### config.mk
export PLATFORM = sky130hd
export DESIGN_NAME = fnd_scan_ctrl
export DESIGN_NICKNAME = d
export VERILOG_FILES = /design/src/rtl/fnd_pkg.sv /design/src/rtl/scan_slot_cnt.sv /design/src/rtl/fnd_scan_ctrl.sv
export SDC_FILE = /design/constraint.sdc
export NUM_CORES = 1
export LEC_CHECK = 0
export CAP_MARGIN = 20
export CORE_ASPECT_RATIO = 1.4
export CORE_MARGIN = 4
export CORE_UTILIZATION = 35
export CTS_BUF_LIST = sky130_fd_sc_hd__clkbuf_4
export DETAILED_ROUTE_END_ITERATION = 8
export GPL_ROUTABILITY_DRIVEN = 0
export GPL_TIMING_DRIVEN = 0
export PLACE_DENSITY_LB_ADDON = 0.05
export SLEW_MARGIN = 20
export SYNTH_ARGS = -nofsm -noshare
export SYNTH_HDL_FRONTEND = slang
export SYNTH_SLANG_ARGS = --single-unit
### constraint.sdc
create_clock -name clk -period 1.5 [get_ports clk]
set_input_delay 0.15 -clock clk [delete_from_list [all_inputs] [get_ports clk]]
set_output_delay 0.15 -clock clk [all_outputs]
set_load 0.005 [all_outputs]
### src/rtl/fnd_pkg.sv
// Shared constants and types for the six-digit FND scan controller.
package fnd_pkg;

  localparam int N_DIGITS = 6;
  localparam int SEL_W    = 3;

  localparam logic [N_DIGITS-1:0] DIGIT_OFF = 6'b111111;

  typedef enum logic {
    DRIVE = 1'b0,
    BLANK = 1'b1
  } scan_state_e;

endpackage

### src/rtl/scan_slot_cnt.sv
// Modulo-TICK_DIV slot counter with enable and synchronous reset.
// wrap marks the enabled cycle on which the counter rolls over to zero.
module scan_slot_cnt #(
  parameter int TICK_DIV = 100_000,
  parameter int CNT_W    = $clog2(TICK_DIV)
) (
  input  logic             clk,
  input  logic             reset,
  input  logic             en,
  output logic [CNT_W-1:0] cnt,
  output logic             wrap
);

  localparam logic [CNT_W-1:0] CNT_LAST = CNT_W'(TICK_DIV - 1);

  logic [CNT_W-1:0] cnt_reg;
  logic [CNT_W-1:0] cnt_next;

  assign wrap = en && (cnt_reg == CNT_LAST);

  always_comb begin
    cnt_next = cnt_reg;
    if (wrap) begin
      cnt_next = '0;
    end else if (en) begin
      cnt_next = cnt_reg + 1'b1;
    end
  end

  always_ff @(posedge clk) begin
    if (reset) begin
      cnt_reg <= '0;
    end else begin
      cnt_reg <= cnt_next;
    end
  end

  assign cnt = cnt_reg;

endmodule

### src/rtl/fnd_scan_ctrl.sv
// Six-digit FND scan controller: digit select, active-low enables and
// decimal point, with a dark interval at the end of every slot.
module fnd_scan_ctrl
  import fnd_pkg::*;
#(
  parameter int TICK_DIV  = 100_000,
  parameter int BLANK_CYC = 1_000
) (
  input  logic                clk,
  input  logic                reset,
  input  logic                en,
  input  logic [N_DIGITS-1:0] blank_mask,
  input  logic [N_DIGITS-1:0] dp_in,
  output logic [SEL_W-1:0]    sel,
  output logic [N_DIGITS-1:0] digit_n,
  output logic                dp_n,
  output logic                frame_tick
);

  localparam int CNT_W = $clog2(TICK_DIV);
  localparam logic [CNT_W-1:0] DRIVE_END = CNT_W'(TICK_DIV - BLANK_CYC);
  localparam logic [SEL_W-1:0] SEL_LAST  = SEL_W'(N_DIGITS - 1);

  logic [CNT_W-1:0]    cnt;
  logic                wrap;
  scan_state_e         state;

  logic [SEL_W-1:0]    sel_reg, sel_next;
  logic [N_DIGITS-1:0] digit_n_reg, digit_n_next;
  logic                dp_n_reg, dp_n_next;
  logic                frame_tick_reg, frame_tick_next;

  logic [N_DIGITS-1:0] digit_on;
  logic [N_DIGITS-1:0] dp_on;
  logic                lit_ok;

  scan_slot_cnt #(
    .TICK_DIV (TICK_DIV),
    .CNT_W    (CNT_W)
  ) u_slot_cnt (
    .clk   (clk),
    .reset (reset),
    .en    (en),
    .cnt   (cnt),
    .wrap  (wrap)
  );

  always_comb begin
    state = (cnt < DRIVE_END) ? DRIVE : BLANK;
  end

  // One-hot digit decode; an out-of-range sel (6/7) matches no digit and stays dark.
  for (genvar gi = 0; gi < N_DIGITS; gi++) begin : g_digit
    assign digit_on[gi] = (sel_reg == SEL_W'(gi)) && !blank_mask[gi];
    assign dp_on[gi]    = digit_on[gi] && dp_in[gi];
  end

  assign lit_ok = en && (state == DRIVE);

  always_comb begin
    sel_next        = sel_reg;
    frame_tick_next = 1'b0;
    if (wrap) begin
      if (sel_reg == SEL_LAST) begin
        sel_next        = '0;
        frame_tick_next = 1'b1;
      end else if (sel_reg > SEL_LAST) begin
        sel_next = '0;
      end else begin
        sel_next = sel_reg + 1'b1;
      end
    end
  end

  always_comb begin
    digit_n_next = DIGIT_OFF;
    dp_n_next    = 1'b1;
    if (lit_ok) begin
      digit_n_next = ~digit_on;
      dp_n_next    = ~(|dp_on);
    end
  end

  // sel only moves on the wrap edge, whose pre-edge state is BLANK, so the
  // mux settles while every digit is still off.
  always_ff @(posedge clk) begin
    if (reset) begin
      sel_reg        <= '0;
      digit_n_reg    <= DIGIT_OFF;
      dp_n_reg       <= 1'b1;
      frame_tick_reg <= 1'b0;
    end else begin
      sel_reg        <= sel_next;
      digit_n_reg    <= digit_n_next;
      dp_n_reg       <= dp_n_next;
      frame_tick_reg <= frame_tick_next;
    end
  end

  assign sel        = sel_reg;
  assign digit_n    = digit_n_reg;
  assign dp_n       = dp_n_reg;
  assign frame_tick = frame_tick_reg;

endmodule

==> flow_summary.toml, run 1 <==
[run_status]
status = "completed"

[hold_path]
min_path_cells = 3
min-delay-start = "en"
hold_end = "u_slot_cnt.cnt[0]"
worstHoldPathType = "in -> reg"

[sta]
rsz0062_at_grt = "yes"
setup_viol = 0
clock_skew_ns = 0.00478
worstMarginPinSlew_ns = 0.379
period_minus_slack_ns = 1.48
slew_headroom_pct = 74.7
fmax_ghz = 0.676
period_share_pct = 98.6
finalHoldViolCount = 0
slew_violations = 0

[setup_path]
cp.required_ns = 1.77
cp-startpoint = "u_slot_cnt.cnt[9]"
r2r-start = "u_slot_cnt.cnt[9]"
arrival_ns = 1.75
r2r_slack_ns = 0.02
rr_endpoint = "u_slot_cnt.cnt[16]"
cp_top_family = "simple AND/OR/NAND/NOR gates"
cpMaxStageDelayCell = "or4b_1"
worstRegToRegCells = 5
cp-start-kind = "flip-flop"
worstSetupPathType = "reg -> reg"
end_kind = "flip-flop"
slowest_delay_ns = 0.49
cp_num_cells = 5
worstPathCellList = "buf_6 > and4_1 > nand4_1 > or4b_1 > a21oi_1"
path_buf_inv = 1
crit_fanout = 8

[global_route]
grt_antenna_before_repair = 0
grt-ovfl-total = 0
grt_first_pass_wirelength_mm = 5.64
grt_max_degree = 16
track_usage_pct = 14.8
grt_pass1_vias = 1246

[final_layout]
final_cell_mix = "23 x clkdlybuf4s50_1, 20 x nor2_1, 14 x dfxtp_1, 11 x buf_4, 11 x xnor2_1"
largest_register_ffs = 17
fillerInstances = 381
utilization_pct = 51.2
final_nets = 211
diodes = 0
drive_gt1_share_pct = 25.4
fin_area_sq_um = 1900
syn2layout_area_growth_pct = 39.3
layout_commonest_cell = "clkdlybuf4s50_1"

[die]
die_h_microns = 81.8
design.portCount = 26
core_sq_um = 3710
die_x_microns = 60.7
initial_core_util_pct = 36.7
dieArea_sq_um = 4970
rows = 26

[clock_network]
hold_buffers = 0
cts_sinks = 28
clk_pin_slew_ns = 0.15
insertion_delay_ns = 0.32
tritoncts = "yes"
cts.path.max_buffers = 2
htreeDepth = 1
root_buffer = "clkbuf_4"
cts_buffers = 3

[pwr]
powerDensity_nw_per_um2 = 625
leakagePower_uw = 0.000675
ir_worst_vdd_mv = 0.343

[yosys]
syn_nets = 172
async_reset_ff_share_pct = 0
synth_seq_cells = 28
ys_warn_count = 0
ys_seq_area_share_pct = 41.1
synth.distinct_cells = 40
syn_avg_cell_area_sq_um = 9.02
synth_edf_count = 0
syn_inst = 151
ys.flop_type = "dfxtp_1"
netlist_area_sq_um = 1360

[flow_run]
maxCapViolations = 0

[detailed_routing]
antenna_left = 0
drc = 0
drtPass1Iterations = 4
wire_per_inst_microns = 14.9
via_per_inst = 5.42
drtIter0Drc = 29
vias = 1253
wirelength_mm = 3.44

[placement]
port_buffers = 24
place_area_sq_um = 1660
dp_hpwl_mm = 2.43
## worst reg2reg max path, delay by kind of cell (launching register included)
kind | cells | cell delay, ns
buffers and inverters | 1 | 0.11
flip-flops | 1 | 0.35
AO/OA/AOI/OAI | 1 | 0.14
AND/OR/NAND/NOR | 3 | 0.82
## cells by family after synthesis
group / share of synthesized area [%]
compound gates: 8.91
xor+xnor: 9.00
fa+ha+maj: 5.51
buf+inv: 4.32
flops: 41.1
mux: 1.47
simple gates: 29.7
## worst max path at each step
stage / end / slack [ns]
4_1_cts: u_slot_cnt.cnt[16] / -0.02
3_5_place_dp: u_slot_cnt.cnt[11] / -0.32
2_1_floorplan: u_slot_cnt.cnt[16] / 0.02
3_3_place_gp: u_slot_cnt.cnt[9] / -0.27
6_report: u_slot_cnt.cnt[16] / 0.02
5_1_grt: u_slot_cnt.cnt[11] / -0.09
## cell usage after synthesis (3+ instances only)
cell type  number  area, sq um
nor2_1         21         78.8
o21ai_1         3         15.0
ha_1            6         75.1
nand4_1         9         56.3
nor4_1          6         37.5
nand2_1        10         37.5
xnor2_1        11         96.3
dfxtp_1        28          561
inv_1           9         33.8
xor2_1          3         26.3
nand3_1         4         20.0
## through the flow
step	power [uW]	setup slack, ns	instances	setup TNS [ns]	hold WS [ns]
2_1_floorplan	815	0.0199	151	0	0.221
3_3_place_gp	866	-0.270	217	-3.85	0.443
3_5_place_dp	869	-0.321	217	-4.64	0.459
4_1_cts	1200	-0.0217	226	-0.0241	0.132
5_1_grt	1250	-0.0890	231	-0.546	0.152
6_report	1190	0.0214	231	0	0.149
## what timing repair did
action                     CTS  global route
pin swaps                    4             6
resized for setup           23            20
setup endpoints to repair   20            22
buffers inserted             5             5
## where the power goes
part,total (uW),switching (uW),internal (uW)
logic,115,46.3,68.9
registers,751,7.25,744
clock network,319,222,97.5
## final cells by class
class / instances / area, sq um / share of cell area, %
buffer: 4 / 37.5 / 1.98
multi-input combinational: 110 / 833 / 43.9
inverter: 9 / 33.8 / 1.78
sequential: 28 / 593 / 31.2
timing repair buffer: 34 / 322 / 16.9
clock inverter: 1 / 3.75 / 0.198
clock buffer: 3 / 22.5 / 1.19
tap: 42 / 52.6 / 2.77
## per-layer routing
layer  part of all wire [%]  GRT usage [%]  vias to the layer above
met5                      0              0                        -
met4                   0.67           5.86                        0
met3                    6.5           2.36                        2
met2                     55           27.4                       33
met1                     38           16.3                      597
li1                       -              -                      621
Note: power is estimated with default switching activity, not from simulation.
==> inputs of run 2 (changes only) <==
- CORE_UTILIZATION: 35 -> 48
- HOLD_SLACK_MARGIN: default -> 0.12
==> flow_summary.toml, run 2 (synthesis results as in run 1) <==
[run_status]
status = "complete, but fails checks"
violations = "setup timing"

[pwr]
powerDensity_nw_per_um2 = 603
power.switching_uw = 272
switching_share_pct = 23.2
leakagePower_uw = 0.000682
p_int_uw = 903
seqPwrFrac_pct = 63.5
ir_worst_vdd_mv = 0.453
clkPwrFrac_pct = 26.6
p_comb_share_pct = 9.9

[die]
die_x_microns = 53.0
die_h_microns = 71.0
dieArea_sq_um = 3770
core_sq_um = 2670
rows = 22
initial_core_util_pct = 51.0
design.portCount = 26

[detailed_routing]
highest_layer = "met4"
drtPass1Iterations = 4
drtIter0Drc = 35
via_per_inst = 5.50
vias = 1242
wl_met1_mm = 1.30
wl_met3_microns = 201
antenna_left = 0
wire_per_inst_microns = 15.3
wirelength_mm = 3.47
wl_met2_mm = 1.91
drc = 0

[flow_run]
maxCapViolations = 0

[final_layout]
utilization_pct = 73.0
drive_gt1_share_pct = 29.5
layout_commonest_cell = "clkdlybuf4s50_1"
diodes = 0
largest_register_ffs = 17
final_cell_mix = "24 x clkdlybuf4s50_1, 18 x nor2_1, 12 x dfxtp_1, 11 x buf_4, 11 x xnor2_1"
multi_input_area_sq_um = 861
fillerInstances = 209
ff_latch_area_sq_um = 598
final_nets = 213
syn2layout_area_growth_pct = 43.0

[placement]
port_buffers = 24
pre_cts_ws_ns = -0.276
dp_hpwl_mm = 2.35

[setup_path]
cp-start-kind = "flip-flop"
worstRegToRegCells = 4
cp.required_ns = 1.78
arrival_ns = 1.80
end_kind = "flip-flop"
crit_fanout = 4
worstSetupPathType = "reg -> reg"

[sta]
fin_ws_ns = -0.0174
fmax_ghz = 0.659
clock_skew_ns = 0.00354
rsz0062_at_grt = "yes"
period_share_pct = 101
period_minus_slack_ns = 1.52
setup_tns_ns = -0.0174
setup_viol = 1
worstMarginPinSlew_ns = 0.391
finalHoldViolCount = 0
slew_violations = 0
slew_headroom_pct = 73.9

[clock_network]
tritoncts = "yes"
cts_buffers = 3
root_buffer = "clkbuf_4"
clk_pin_slew_ns = 0.14
cts.path.max_buffers = 2
cts_sinks = 28
hold_buffers = 0
htreeDepth = 1
insertion_delay_ns = 0.33

[hold_path]
min_path_cells = 3
worstHoldPathType = "in -> reg"

[global_route]
grt_first_pass_wirelength_mm = 5.35
grt_max_degree = 15
grt-ovfl-total = 0
grt_antenna_before_repair = 0
grt_pass1_vias = 1213
track_usage_pct = 18.5
run 2: cell types whose count changed in the layout (fill, tap and decap cells not counted), sizes merged:
cell,previous run,this run
dlymetal6s2s,1,0
clkinv,1,0
clkdlybuf4s50,23,24
buf,14,16
run 2: per-layer routing:
layer,vias up,GRT usage [%]
li1,610,-
met1,584,20.0
met2,43,35.4
met3,5,2.32
met4,0,5.97
met5,-,0
run 2: final timing paths:
path	from	end	slack, ns
hold reg to reg	u_slot_cnt.cnt[16]	u_slot_cnt.cnt[16]	0.49
setup / recovery	u_slot_cnt.cnt[12]	u_slot_cnt.cnt[16]	-0.02
hold / removal	en	u_slot_cnt.cnt[1]	0.15
setup reg to reg	u_slot_cnt.cnt[12]	u_slot_cnt.cnt[16]	-0.02
run 2: final cells by class:
| type | instances | area share (%) |
|---|---|---|
| buffer | 4 | 2.12 |
| multi-input combinational | 110 | 44.2 |
| tap | 36 | 2.31 |
| timing repair buffer | 36 | 17.8 |
| inverter | 9 | 1.73 |
| sequential | 28 | 30.7 |
| clock buffer | 3 | 1.16 |
run 2: timing repair:
item                                    4_1_cts  5_1_grt
resized for setup                            18       34
pin swaps                                     3       10
buffers inserted                              5        7
endpoints found under the setup margin       19       21
run 2: per-stage QoR:
stage                     power (uW)  instances  hold WS (ns)  cell area (sq um)
after global routing            1230        226         0.170               1950
final                           1180        226         0.149               1950
after detailed placement         868        211         0.465               1650
after floorplan                  815        151         0.221               1360
after CTS                       1180        219         0.122               1770
after global placement           865        211         0.445               1650
run 2: power groups by stage:
stage | Sequential (uW) | Clock [uW] | Combinational (uW)
after global routing | 748 | 352 | 127
after floorplan | 774 | 0 | 40.6
after detailed placement | 775 | 0 | 92.9
after CTS | 759 | 316 | 101
final | 746 | 312 | 117
after global placement | 774 | 0 | 91.2
run 2: critical path, stage by stage (launching register included):
cell     delay, ns
dfxtp_2       0.42
and4_1        0.24
nand4_1       0.15
or4b_1        0.54
a21oi_1       0.12
==> inputs of run 3 (changes only) <==
- CORE_UTILIZATION: 48 -> 53
- clock period: 1.5 -> 1.7 ns (I/O delays scaled with it)
==> flow_summary.toml, run 3 (synthesis results as in run 1) <==
[run_status]
status = "completed"

[setup_path]
cp-start-kind = "flip-flop"
cp.required_ns = 1.97
end_kind = "flip-flop"
worstSetupPathType = "reg -> reg"
crit_fanout = 6
arrival_ns = 1.90

[sta]
slew_headroom_pct = 79.5
fin_ws_ns = 0.0745
setup_tns_ns = 0
slew_violations = 0
period_share_pct = 95.6
rsz0062_at_grt = "yes"
worstMarginPinSlew_ns = 0.305
fmax_ghz = 0.615
setup_viol = 0
period_minus_slack_ns = 1.63
clock_skew_ns = 0.0126
finalHoldViolCount = 0

[pwr]
powerDensity_nw_per_um2 = 664
p_int_uw = 958
switching_share_pct = 19.6
clkPwrFrac_pct = 36.2
p_comb_share_pct = 7.6
seqPwrFrac_pct = 56.2
power.switching_uw = 233
ir_worst_vdd_mv = 0.462
leakagePower_uw = 0.000632

[final_layout]
fillerInstances = 195
diodes = 0
largest_register_ffs = 17
final_nets = 209
syn2layout_area_growth_pct = 31.8
final_cell_mix = "25 x dfxtp_1, 24 x clkdlybuf4s50_1, 20 x nor2_1, 11 x xnor2_1"
layout_commonest_cell = "dfxtp_1"
drive_gt1_share_pct = 15.5
utilization_pct = 74.3

[die]
rows = 21
initial_core_util_pct = 56.4
die_x_microns = 50.9
design.portCount = 26
die_h_microns = 68.0
core_sq_um = 2420
dieArea_sq_um = 3460

[global_route]
grt_max_degree = 17
grt_pass1_vias = 1151
grt_first_pass_wirelength_mm = 5.11
grt-ovfl-total = 0
grt_antenna_before_repair = 0
track_usage_pct = 19.6

[detailed_routing]
drtIter0Drc = 58
via_per_inst = 5.43
drc = 0
drtPass1Iterations = 4
antenna_left = 0
wirelength_mm = 3.04
wire_per_inst_microns = 13.8
vias = 1201

[clock_network]
tritoncts = "yes"
insertion_delay_ns = 0.33
cts.path.max_buffers = 2
cts_sinks = 28
cts_buffers = 3
htreeDepth = 1
root_buffer = "clkbuf_4"
hold_buffers = 0
clk_pin_slew_ns = 0.15

[hold_path]
worstHoldPathType = "in -> reg"

[placement]
dp_hpwl_mm = 2.25
port_buffers = 24
pre_cts_ws_ns = -0.0622

[flow_run]
maxCapViolations = 0
[run 3: cell count changes in the layout (fill, tap and decap cells not counted), moves of 2 or more]
cell and delta:
nor2_1 +2, dfxtp_1 +13, nor4_1 +3, ha_1 +2, nand3_4 -2, dfxtp_2 -6
buf_2 +2, dfxtp_4 -7, buf_6 -4, ha_2 -2, nor4_2 -2
[run 3: worst paths after layout]
path,from,endpoint,slack [ns],cells past startpoint
setup / recovery,u_slot_cnt.cnt[1],u_slot_cnt.cnt[16],0.07,5
hold / removal,en,u_slot_cnt.cnt[0],0.14,3
setup reg to reg,u_slot_cnt.cnt[1],u_slot_cnt.cnt[16],0.07,5
hold reg to reg,u_slot_cnt.cnt[16],u_slot_cnt.cnt[16],0.50,2
[run 3: layout make-up]
type                            instances  area [sq um]  share of cell area, %
Multi-Input combinational cell        110           777                   43.3
Sequential cell                        28           564                   31.4
Timing Repair Buffer                   32           300                   16.7
Tap cell                               34          42.5                   2.37
Inverter                                9          33.8                   1.88
Clock inverter                          1          30.0                   1.67
Buffer                                  4          25.0                   1.39
Clock buffer                            3          22.5                   1.25
[run 3: repair_timing]
| item | in CTS | in global routing |
|---|---|---|
| setup buffers | 1 | 7 |
| hold endpoints to repair | 0 | 0 |
| gates cloned | 0 | 0 |
| gates resized for setup | 4 | 5 |
| endpoints found under the setup margin | 11 | 15 |
| pin swaps | 2 | 4 |
[run 3: power groups by stage]
stage | clock (uW) | sequential, uW | combinational (uW)
2_1_floorplan | 0 | 683 | 35.9
5_1_grt | 477 | 672 | 98.6
6_report | 431 | 670 | 90.6
3_5_place_dp | 0 | 684 | 82.4
4_1_cts | 448 | 670 | 84.3
3_3_place_gp | 0 | 683 | 79.9
[run 3: stage by stage]
step / std cells / hold slack (ns) / total power [uW] / cell area (sq um)
after floorplan: 151 / 0.241 / 719 / 1360
after global placement: 209 / 0.450 / 763 / 1650
after detailed placement: 209 / 0.470 / 766 / 1650
after CTS: 214 / 0.137 / 1200 / 1730
after global routing: 221 / 0.132 / 1250 / 1800
final: 221 / 0.142 / 1190 / 1800
[run 3: routing by layer]
layer  part of all wire (%)  global-route usage (%)  up-vias  wire (microns)
met5                      0                       0        -               0
met4                   0.76                    10.4        0              23
met3                    5.5                    2.83        2             168
met2                     53                    35.3       31            1610
met1                     41                    22.4      558            1240
li1                       -                       -      610               -
[run 3: worst max-delay path, stage by stage (launching register included)]
cell and delay, ns:
dfxtp_1 0.39, ha_1 0.22, nand3_2 0.20, nor2_4 0.18, or4b_1 0.43, a21oi_1 0.15
==> edit 1 (flow settings as in run 2) <==
The output `frame_tick` loses its register stage (`frame_tick_reg` becomes a continuous assignment).
--- a/src/rtl/fnd_scan_ctrl.sv
+++ b/src/rtl/fnd_scan_ctrl.sv
@@ -88,14 +88,14 @@
       sel_reg        <= '0;
       digit_n_reg    <= DIGIT_OFF;
       dp_n_reg       <= 1'b1;
-      frame_tick_reg <= 1'b0;
     end else begin
       sel_reg        <= sel_next;
       digit_n_reg    <= digit_n_next;
       dp_n_reg       <= dp_n_next;
-      frame_tick_reg <= frame_tick_next;
     end
   end
+
+  assign frame_tick_reg = frame_tick_next;
 
   assign sel        = sel_reg;
   assign digit_n    = digit_n_reg;
Behaviour: same outputs for any inputs over 10 cycles, from zero or initial values and one cycle with reset high; that may be too few to reach the edited logic, so the function may still have changed.
==> edit 1 against run 2 <==
- the flow still finishes with violations (setup timing)
- critical path depth unchanged
- combinational power decreased by 6%
- power fell by 2.4%
- sequential cell count fell by 1
- clock power decreased by 1%
- design area is 11% lower
- sequential share of layout area rose by 1.2 points
- synthesized area decreased by 3.7%
- setup slack lost 0.59 ns
- clock skew about the same
- wire length is 16% lower
- count of clock-buffer cells in the layout stayed put
- non-clock buffer count fell by 4
- critical path type is now flop to output port
- largest power group unchanged
==> edit 1: results (changes against run 2) <==
- XOR/XNOR share of the synthesized area: 10.7% (+1.7 points)
- Violated checks: setup timing
- Via Count: 1193 (-3.9%)
- Met1 Use GR: 19.1% (-0.91 points)
- DPL Wire Length: 2170 µm (-7.5%)
- Drt total wl: 2900 µm (-16%)
- Worst Reg-to-Reg Cells: 6 (+2)
- Synth unique cells: 28 (-30%)
- Post-place setup slack: -0.783 ns (-0.507 ns)
- Synth Area per Inst: 8.69 µm² (-3.7%)
- Leakage power figure: 0.578 nW (-15%)
- Met3 GRT Util: 2.99% (+0.67 points)
- # setup viols final: 26 (+25)
- CP Capture Point: frame_tick
- Worst Path Arrival: 1.96 ns (+0.16 ns)
- Final WS setup: -0.608 ns (-0.591 ns)
- Final Skew: 0.00403 ns (+0.000492 ns)
- Multiplexer area fraction after synthesis: 0.763% (-0.71 points)
- Slew HR: 65.2% (-8.7 points)
- Wire per inst: 13.0 µm (-15%)
- Status: finished, violations left
- Met2 Use GR: 33.1% (-2.2 points)
- Compound-cell area share of the yosys netlist: 8.58% (-0.33 points)
- Clock network power: 308 µW (-1%)
- Met2 wire len: 1490 µm (-22%)
-- edit 1: stage by stage --
step	total power [mW]	util (%)
finish	1.15	65.9
global route	1.20	65.9
CTS	1.16	65.8
detailed placement	0.840	61.4
global placement	0.838	61.4
floorplan	0.789	-
-- edit 1: final cells by class --
class / count / area [µm²] / share of cell area, %
inverters: 8 / 30.0 / 1.74
clock inverters: 1 / 5.00 / 0.290
clock buffers: 3 / 22.5 / 1.31
multi-input cells: 112 / 743 / 43.1
repair buffers: 32 / 307 / 17.8
flip-flops and latches: 27 / 549 / 31.9
well taps: 36 / 45.0 / 2.61
plain buffers: 4 / 22.5 / 1.31
-- edit 1: timing repair --
item,in CTS,in global routing
buffers inserted,7,0
resized for setup,13,2
pin swaps,5,1
gates cloned,1,0
setup endpoints to repair,27,28
-- edit 1: worst max-delay path, stage by stage, from the launching register on --
cell	delay (ns)
dfxtp_4	0.37
or4_4	0.53
or4_4	0.50
nor3_2	0.10
buf_2	0.13
==> edit 2 (config.mk and constraints of run 2) <==
Made on the original files. `TICK_DIV` is set to 100_000 in 2 places; all go to 200_000.
--- a/src/rtl/scan_slot_cnt.sv
+++ b/src/rtl/scan_slot_cnt.sv
@@ -1,7 +1,7 @@
 // Modulo-TICK_DIV slot counter with enable and synchronous reset.
 // wrap marks the enabled cycle on which the counter rolls over to zero.
 module scan_slot_cnt #(
-  parameter int TICK_DIV = 100_000,
+  parameter int TICK_DIV = 200_000,
   parameter int CNT_W    = $clog2(TICK_DIV)
 ) (
   input  logic             clk,
--- a/src/rtl/fnd_scan_ctrl.sv
+++ b/src/rtl/fnd_scan_ctrl.sv
@@ -3,7 +3,7 @@
 module fnd_scan_ctrl
   import fnd_pkg::*;
 #(
-  parameter int TICK_DIV  = 100_000,
+  parameter int TICK_DIV  = 200_000,
   parameter int BLANK_CYC = 1_000
 ) (
   input  logic                clk,
Formal check against the unedited RTL: no difference found for any inputs over 10 cycles, from zero or initial values and one cycle with reset high; that may be too few to reach the edited logic, so the function may still have changed.
==> edit 2 against run 2 <==
- the run still ends with setup timing left
- first-iteration DRC count fell by 37%
- power up 45%
- design area is 1.7% higher
- synthesized area is 3.2% higher
- sequential cell count is 1 higher
- global-route usage is 0.35 points higher
- wire length fell by 7.4%
- sequential power rose by 5.1%
- setup slack worse by 0.16 ns
- hold slack improved by 0.12 ns
- critical endpoint is now digit_n[0]
- highest routed layer unchanged
==> edit 2: results (changes against run 2) <==
- Violated checks: setup timing
- Final Skew: 0.00276 ns (-0.000777 ns)
- Post-synth top cells: dfxtp_1, nor2_1, nand2_1
- Multiplexer area fraction after synthesis: 1.42% (-0.046 points)
- PostCTS Resize Cnt: 19 (+1)
- Top post-synthesis cells by area: dfxtp_1, ha_1, nor2_1
- Final WS setup: -0.181 ns (-0.164 ns)
- H-tree Lvls: 2 (+1)
- # setup viols final: 28 (+27)
- NumNets Final: 212 (-0.47%)
- Total gr overflow: 0 (unchanged)
- Mapped Nets: 175 (+1.7%)
- Vias in the first global route: 1270 (+4.7%)
- DPL Wire Length: 2310 µm (-1.6%)
- Total track usage: 18.9% (+0.35 points)
- Placed insts: 215 (+1.9%)
- Leakage power figure: 0.686 nW (+0.69%)
- Status: finished, violations left
- First-pass GRT wire length: 5480 µm (+2.3%)
- Share of post-route cells with drive strength above 1: 30.7% (+1.3 points)
- Initial DRC count: 22 (-37%)
- First-pass detailed-route iteration total: 4 (unchanged)
- Wire per inst: 14.0 µm (-8.6%)
- XOR/XNOR share of the synthesized area: 7.47% (-1.5 points)
- CP Max Fanout: 7 (+3)
- Slew HR: 75.3% (+1.4 points)
- Max FFs per register: 18 (+1)
- Compound-cell area share of the yosys netlist: 10.1% (+1.2 points)
- Vias per cell: 5.50 (+0.12%)
- Register area share after synthesis: 41.3% (+0.14 points)
- Sw Pwr: 335 µW (+23%)
- DP Area: 0.00173 mm² (+4.7%)
- Number of CTS-inserted buffers: 5 (+2)
- Post-place setup slack: -0.220 ns (+0.0559 ns)
- IR drop worst, VDD: 1160 µV (+160%)
- Number of standard cells after synthesis: 154 (+2.0%)
- Worst Path Arrival: 1.88 ns (+0.08 ns)
- Setup TNS: -3.13 ns (-3.11 ns)
- Critical-path top delay cell: or4_4
- Finished Layout Cells: 229 (+1.3%)
- Adder-Cell Fraction of Synth Area: 5.34% (-0.17 points)
- Largest net degree at the start of global routing: 11 (-4)
- Clock slew at reported path FFs: 0.09 ns (-0.05 ns)
edit 2: cell count changes after synthesis, moves of 3 or more:
cell,run 2,this run
nor2_1,21,18
or3_1,1,6
inv_1,9,6
xor2_1,3,7
o21ai_0,2,5
nor4_1,6,1
xnor2_1,11,5
nand2_1,10,15
a21oi_1,2,6
edit 2: worst register-to-register path: cells and delay by family, from the launching register on:
family	cells	cell delay [ns]
and+or+nand+nor	3	1.09
DFF	1	0.35
AOI/OAI and AO/OA	1	0.12
edit 2: metal layers:
metal / up-vias / global-route usage, % / share of wire (%)
met5: - / 0 / 0
met3: 6 / 5.13 / 7.3
met1: 595 / 19.1 / 37
met4: 0 / 8.24 / 1.8
met2: 37 / 34.4 / 54
li1: 622 / - / -
edit 2: cell type report:
| type | instances | area (µm²) |
|---|---|---|
| Fill cell | 227 | 867 |
| Multi-Input combinational cell | 113 | 865 |
| Sequential cell | 29 | 601 |
| Timing Repair Buffer | 31 | 304 |
| Clock inverter | 3 | 65.1 |
| Tap cell | 37 | 46.3 |
| Buffer | 5 | 41.3 |
| Clock buffer | 5 | 37.5 |
| Inverter | 6 | 22.5 |
edit 2: power groups by stage:
stage               sequential [mW]  clock [mW]  combinational, mW
finish                        0.784       0.786              0.138
global route                  0.786       0.833              0.151
CTS                           0.785       0.801              0.132
detailed placement            0.810           0             0.0991
global placement              0.809           0             0.0973
floorplan                     0.808           0             0.0461
edit 2: final timing paths:
kind / from / to / slack, ns / cells past startpoint
worst min-delay path: en / u_slot_cnt.cnt[0] / 0.27 / 3
worst max register to register: u_slot_cnt.cnt[15] / digit_n[0] / -0.18 / 4
worst min register to register: u_slot_cnt.cnt[14] / u_slot_cnt.cnt[14] / 0.54 / 2
worst max-delay path: u_slot_cnt.cnt[15] / digit_n[0] / -0.18 / 4
